==> src/rtl/arb_req_queue.sv <==
// Per-requester FIFO buffering in front of a round-robin arbiter, plus the registered output slot fed by its grant.
// Optional build macro ARB_REQ_QUEUE_STATS_EN adds per-requester saturating stall counters on port stall_cnt.
module arb_req_queue #(
    parameter int unsigned NUM_REQ = 4,
    parameter int unsigned DATA_W  = 8,
    parameter int unsigned DEPTH   = 4
) (
    input  logic                          clk,
    input  logic                          rst,
    input  logic [NUM_REQ-1:0]            in_valid,
    output logic [NUM_REQ-1:0]            in_ready,
    input  logic [NUM_REQ*DATA_W-1:0]     in_data,
    output logic [NUM_REQ-1:0]            req,
    input  logic [NUM_REQ-1:0]            gnt,
    output logic                          out_valid,
    input  logic                          out_ready,
    output logic [DATA_W-1:0]             out_data,
    output logic [$clog2(NUM_REQ)-1:0]    out_id,
    output logic                          err
`ifdef ARB_REQ_QUEUE_STATS_EN
    ,
    output logic [NUM_REQ*16-1:0]         stall_cnt
`endif
);

    localparam int unsigned PTR_W = $clog2(DEPTH);
    localparam int unsigned CNT_W = PTR_W + 1;
    localparam int unsigned ID_W  = $clog2(NUM_REQ);

    logic [DATA_W-1:0] mem_q    [NUM_REQ][DEPTH];
    logic [DATA_W-1:0] mem_d    [NUM_REQ][DEPTH];
    logic [PTR_W-1:0]  rd_ptr_q [NUM_REQ];
    logic [PTR_W-1:0]  rd_ptr_d [NUM_REQ];
    logic [PTR_W-1:0]  wr_ptr_q [NUM_REQ];
    logic [PTR_W-1:0]  wr_ptr_d [NUM_REQ];
    logic [CNT_W-1:0]  cnt_q    [NUM_REQ];
    logic [CNT_W-1:0]  cnt_d    [NUM_REQ];

    logic              out_valid_q, out_valid_d;
    logic [DATA_W-1:0] out_data_q,  out_data_d;
    logic [ID_W-1:0]   out_id_q,    out_id_d;
    logic              err_q,       err_d;

    logic               slot_free_c;
    logic [NUM_REQ-1:0] push_c;
    logic [NUM_REQ-1:0] pop_c;
    logic [NUM_REQ-1:0] cand_c;
    logic [ID_W-1:0]    sel_c;
    logic               sel_vld_c;
    logic               multi_gnt_c;

    // Handshake toward producers and request toward the arbiter; no gnt dependence here.
    always_comb begin
        slot_free_c = ~out_valid_q | out_ready;
        in_ready    = '0;
        req         = '0;
        for (int i = 0; i < int'(NUM_REQ); i++) begin
            in_ready[i] = (cnt_q[i] != CNT_W'(DEPTH));
            req[i]      = (cnt_q[i] != '0) & slot_free_c;
        end
        push_c = in_valid & in_ready;
    end

    // Grant decode: ignore bits outside req, service the lowest remaining one.
    always_comb begin
        cand_c      = gnt & req;
        multi_gnt_c = |(gnt & (gnt - {{(NUM_REQ-1){1'b0}}, 1'b1}));
        sel_c       = '0;
        sel_vld_c   = 1'b0;
        pop_c       = '0;
        for (int i = 0; i < int'(NUM_REQ); i++) begin
            if (!sel_vld_c && cand_c[i]) begin
                sel_c     = ID_W'(i);
                sel_vld_c = 1'b1;
                pop_c[i]  = 1'b1;
            end
        end
    end

    // FIFO storage, pointer and occupancy update.
    always_comb begin
        mem_d    = mem_q;
        rd_ptr_d = rd_ptr_q;
        wr_ptr_d = wr_ptr_q;
        cnt_d    = cnt_q;
        for (int i = 0; i < int'(NUM_REQ); i++) begin
            if (push_c[i]) begin
                mem_d[i][wr_ptr_q[i]] = in_data[i*DATA_W +: DATA_W];
                wr_ptr_d[i]           = wr_ptr_q[i] + PTR_W'(1);
            end
            if (pop_c[i]) begin
                rd_ptr_d[i] = rd_ptr_q[i] + PTR_W'(1);
            end
            case ({push_c[i], pop_c[i]})
                2'b10:   cnt_d[i] = cnt_q[i] + CNT_W'(1);
                2'b01:   cnt_d[i] = cnt_q[i] - CNT_W'(1);
                default: cnt_d[i] = cnt_q[i];
            endcase
        end
    end

    // Output slot: load on pop, drain on out_ready, otherwise hold.
    always_comb begin
        out_valid_d = out_valid_q;
        out_data_d  = out_data_q;
        out_id_d    = out_id_q;
        err_d       = err_q | multi_gnt_c;
        if (sel_vld_c) begin
            out_valid_d = 1'b1;
            out_data_d  = mem_q[sel_c][rd_ptr_q[sel_c]];
            out_id_d    = sel_c;
        end else if (out_ready) begin
            out_valid_d = 1'b0;
        end
    end

    always_ff @(posedge clk) begin
        if (rst) begin
            for (int i = 0; i < int'(NUM_REQ); i++) begin
                rd_ptr_q[i] <= '0;
                wr_ptr_q[i] <= '0;
                cnt_q[i]    <= '0;
            end
            out_valid_q <= 1'b0;
            out_data_q  <= '0;
            out_id_q    <= '0;
            err_q       <= 1'b0;
        end else begin
            rd_ptr_q    <= rd_ptr_d;
            wr_ptr_q    <= wr_ptr_d;
            cnt_q       <= cnt_d;
            out_valid_q <= out_valid_d;
            out_data_q  <= out_data_d;
            out_id_q    <= out_id_d;
            err_q       <= err_d;
        end
    end

    // Payload storage carries no reset; occupancy alone decides validity.
    always_ff @(posedge clk) begin
        mem_q <= mem_d;
    end

    assign out_valid = out_valid_q;
    assign out_data  = out_data_q;
    assign out_id    = out_id_q;
    assign err       = err_q;

`ifdef ARB_REQ_QUEUE_STATS_EN
    logic [15:0] stall_q [NUM_REQ];
    logic [15:0] stall_d [NUM_REQ];

    // Saturating count of cycles a producer is held off by a full FIFO.
    always_comb begin
        stall_d   = stall_q;
        stall_cnt = '0;
        for (int i = 0; i < int'(NUM_REQ); i++) begin
            if (in_valid[i] && !in_ready[i] && (stall_q[i] != 16'hFFFF)) begin
                stall_d[i] = stall_q[i] + 16'd1;
            end
            stall_cnt[i*16 +: 16] = stall_q[i];
        end
    end

    always_ff @(posedge clk) begin
        if (rst) begin
            for (int i = 0; i < int'(NUM_REQ); i++) begin
                stall_q[i] <= '0;
            end
        end else begin
            stall_q <= stall_d;
        end
    end
`endif

endmodule

==> config.mk <==
export PLATFORM = sky130hd
export DESIGN_NAME = arb_req_queue
export DESIGN_NICKNAME = d
export VERILOG_FILES = /design/src/rtl/arb_req_queue.sv
export SDC_FILE = /design/constraint.sdc
export NUM_CORES = 1
export LEC_CHECK = 0
export BUFFER_PORTS_ARGS = -buffer_cell sky130_fd_sc_hd__buf_2
export CAP_MARGIN = 20
export CORE_AREA = 10 10 141 143
export CTS_BUF_LIST = sky130_fd_sc_hd__clkbuf_16
export DETAILED_ROUTE_END_ITERATION = 12
export DIE_AREA = 0 0 151 153
export GPL_ROUTABILITY_DRIVEN = 0
export HOLD_SLACK_MARGIN = 0.02
export PLACE_DENSITY = 0.56
export SYNTH_ARGS = -nofsm -noshare
export SYNTH_HDL_FRONTEND = slang
export SYNTH_SLANG_ARGS = --single-unit
==> constraint.sdc <==
create_clock -name clk -period 4.6 [get_ports clk]
set_clock_uncertainty 0.15 [all_clocks]
set_input_delay 0.46 -clock clk [delete_from_list [all_inputs] [get_ports clk]]
set_output_delay 0.46 -clock clk [all_outputs]
set_load 0.03 [all_outputs]
==> results.toml <==
[outcome]
status = "finished clean"

[cells_and_area]
area_delta_synth_final_pct = 16.1
nNetsFinal = 674
layout_common_cells = "128 x edfxtp_1, 62 x buf_2, 40 x nor2_1, 40 x dfxtp_1, 31 x nand2_1"
fill_cells = 1538
drive_gt1_frac = 0.181
multiInputGateArea_um2 = 2190
finish.utilization = 0.481
final_common_cell = "edfxtp_1"
diodes = 0
register_area_um2 = 4640

[setup_path]
cp_data_arrival_time_ns = 3.70
worst-path-stages = 10
worstSetupPathType = "flop to flop"
ff2ff_path_depth = 10
cp_max_fo = 19
critPathCaptureType = "flop"
cp_slowest_cell = "and3_1"
cp_slowest_stage_delay_ns = 0.51
critPathRequiredTime_ns = 4.80
crit_chain = "or3_4, a2111oi_4, buf_4, and3_1, ha_1, inv_1, fa_1, xor2_1, or3_1, a21oi_1"
critPathLaunchType = "flop"
cp_top_family = "simple AND/OR/NAND/NOR gates"
path_buf_inv = 2

[sta]
tightest_slew_ns = 0.740
finalSetupViolCount = 0
fin_crit_sh = 0.761
rsz0062_at_grt = "no"
fmax_ghz = 0.286
fin_crit_ns = 3.50
finalMaxSlewViolations = 0
hold_viol_final = 0
slew_headroom = 0.502
setup_tns_ns = 0

[yosys]
muxShareOfSynthArea = 0
yosysTopAreaCell = "edfxtp_1"
synth_cells = 543
synthXorXnorAreaFrac = 0.0248
synth_adder_area_share = 0.0481
synth_top_family_by_area = "compound AO/OA/AOI/OAI gates"
syn_area_um2 = 7070
synth_seq_area_share = 0.657
synth_fp_nets = 610
ys.flop_type = "edfxtp_1"
yosysWarnings = 0
synth_enable_flop_cells = 128
synth_top_area_share = 0.544
synth-async-reset-ratio = 0
synth-compound-area-share = 0.142
avgSynthCellArea_um2 = 13.0
synth.distinct_cells = 46
synth-seq-cells = 168
synthSimpleGateAreaFrac = 0.0958
synthTopCellsByArea = "edfxtp_1 54%, dfxtp_1 11%, ha_1 3.5%, nor2_1 2.1%, o21ai_0 2.1%"

[routing]
vias = 4597
drc = 0
final_antenna_net_count = 0
wl_per_cell_um = 20.1
first_pass_iters = 6
via_per_inst = 5.44
dr.first_iter.drc_count = 524
drt_wl_total_mm = 17.0

[die]
core_um2 = 17100
io_pins = 63
die_w_um = 151
die_h_um = 153
start_util = 0.414
design.die.area_um2 = 23100
rows = 48

[clock_network]
h-tree-depth = 4
clk_latency_ns = 0.43
clk_path_buf_depth = 2
cts_resized = 0
cts_setup_buffers = 0
root_buffer = "clkbuf_16"
clkTransAtPathRegs_ns = 0.07
cts.hold.buffers_added = 0
cts_sinks = 168
cts_tree = "built"
numCtsBuffers = 17

[place]
portBuffers = 62
dp_hpwl_mm = 12.6

[pwr]
ir_worst_vdd_v = 0.000297
p_comb_frac = 0.371
p_sw_w = 0.00211
p_clk_frac = 0.265
netSwitchingFraction = 0.383
p_total_w = 0.00549
p_per_area_nw_per_um2 = 669
p_leak_nw = 2.94
internal_power_w = 0.00339
power_frac_seq = 0.364

[run]
drv_cap = 0

[global_route]
antenna_found_initial = 0
track_usage = 0.149
grt_pass1_wl_mm = 25.9
grt_pass1_vias = 4513
grt_max_degree = 37
grt_overflow_total = 0

[worst_hold_path]
worstHoldPathCells = 1
hold_path.class = "input pin to flop"
[stage by stage]
stage	cell area, um2	std cells	worst slack (ns)	hold slack (ns)
after global routing	8210	845	0.934	0.0793
final	8210	845	1.10	0.0873
after floorplan	7070	543	1.51	0.316
after global placement	7600	813	1.21	0.300
after detailed placement	7600	813	1.11	0.322
after CTS	8210	845	1.11	0.0775
[registers in the layout, indices dropped and copies added (netlist names)]
signal and cells:
mem_q 128, cnt_q 12, out_data 8, rd_ptr_q 8, wr_ptr_q 8, out_id 2, err 1, out_valid 1
[Yosys cell counts, drive strengths merged (2+ instances only)]
library cell / instances
xnor2: 9
o31ai: 9
xor2: 11
dfxtp: 40
nand2: 31
fa: 4
nand3: 22
a21oi: 27
a221oi: 17
or3: 7
a211oi: 8
nor3: 6
ha: 20
o211ai: 9
nor2: 41
inv: 26
clkbuf: 17
edfxtp: 128
and2: 7
buf: 9
and3: 19
a32oi: 7
a222oi: 9
nor4: 2
o21ai: 45
[layer usage]
metal / track usage / vias up / wire length (um)
met5: 0 / - / 0
li1: - / 2188 / -
met4: 0.0509 / 0 / 238
met2: 0.223 / 154 / 7840
met1: 0.207 / 2235 / 7940
met3: 0.0351 / 20 / 953
[power groups by stage]
stage	Sequential (W)	Clock [W]	Combinational, W
final	0.00200	0.00146	0.00204
after global routing	0.00203	0.00155	0.00224
after CTS	0.00200	0.00148	0.00203
after detailed placement	0.00203	0	0.00202
after global placement	0.00202	0	0.00197
after floorplan	0.00205	0	0.00146
[worst paths after layout]
| check | startpoint | to | slack [ns] |
|---|---|---|---|
| hold reg to reg | out_data[3] | out_data[3] | 0.33 |
| setup / recovery | cnt_q[3] | cnt_q[2] | 1.10 |
| setup reg to reg | cnt_q[3] | cnt_q[2] | 1.10 |
| hold / removal | in_data[18] | mem_q[42] | 0.09 |
[cell families (layout without fill, tap and decap cells)]
kind of cell | count (synthesis) | in the layout
and+or+nand+nor | 140 | 140
adders and majority gates | 25 | 25
DFF | 168 | 168
buffers and inverters | 53 | 130
AOI/OAI and AO/OA | 137 | 137
xor gates and xnor gates | 20 | 20
[cell type report]
type / instances / share of cell area
clock buffer: 17 / 0.0518
clock inverter: 15 / 0.0224
inverter: 27 / 0.0123
multi-input combinational: 322 / 0.267
sequential: 168 / 0.566
tap: 225 / 0.0343
timing repair buffer: 71 / 0.0460
No activity file was read; power rests on OpenSTA's default activity.
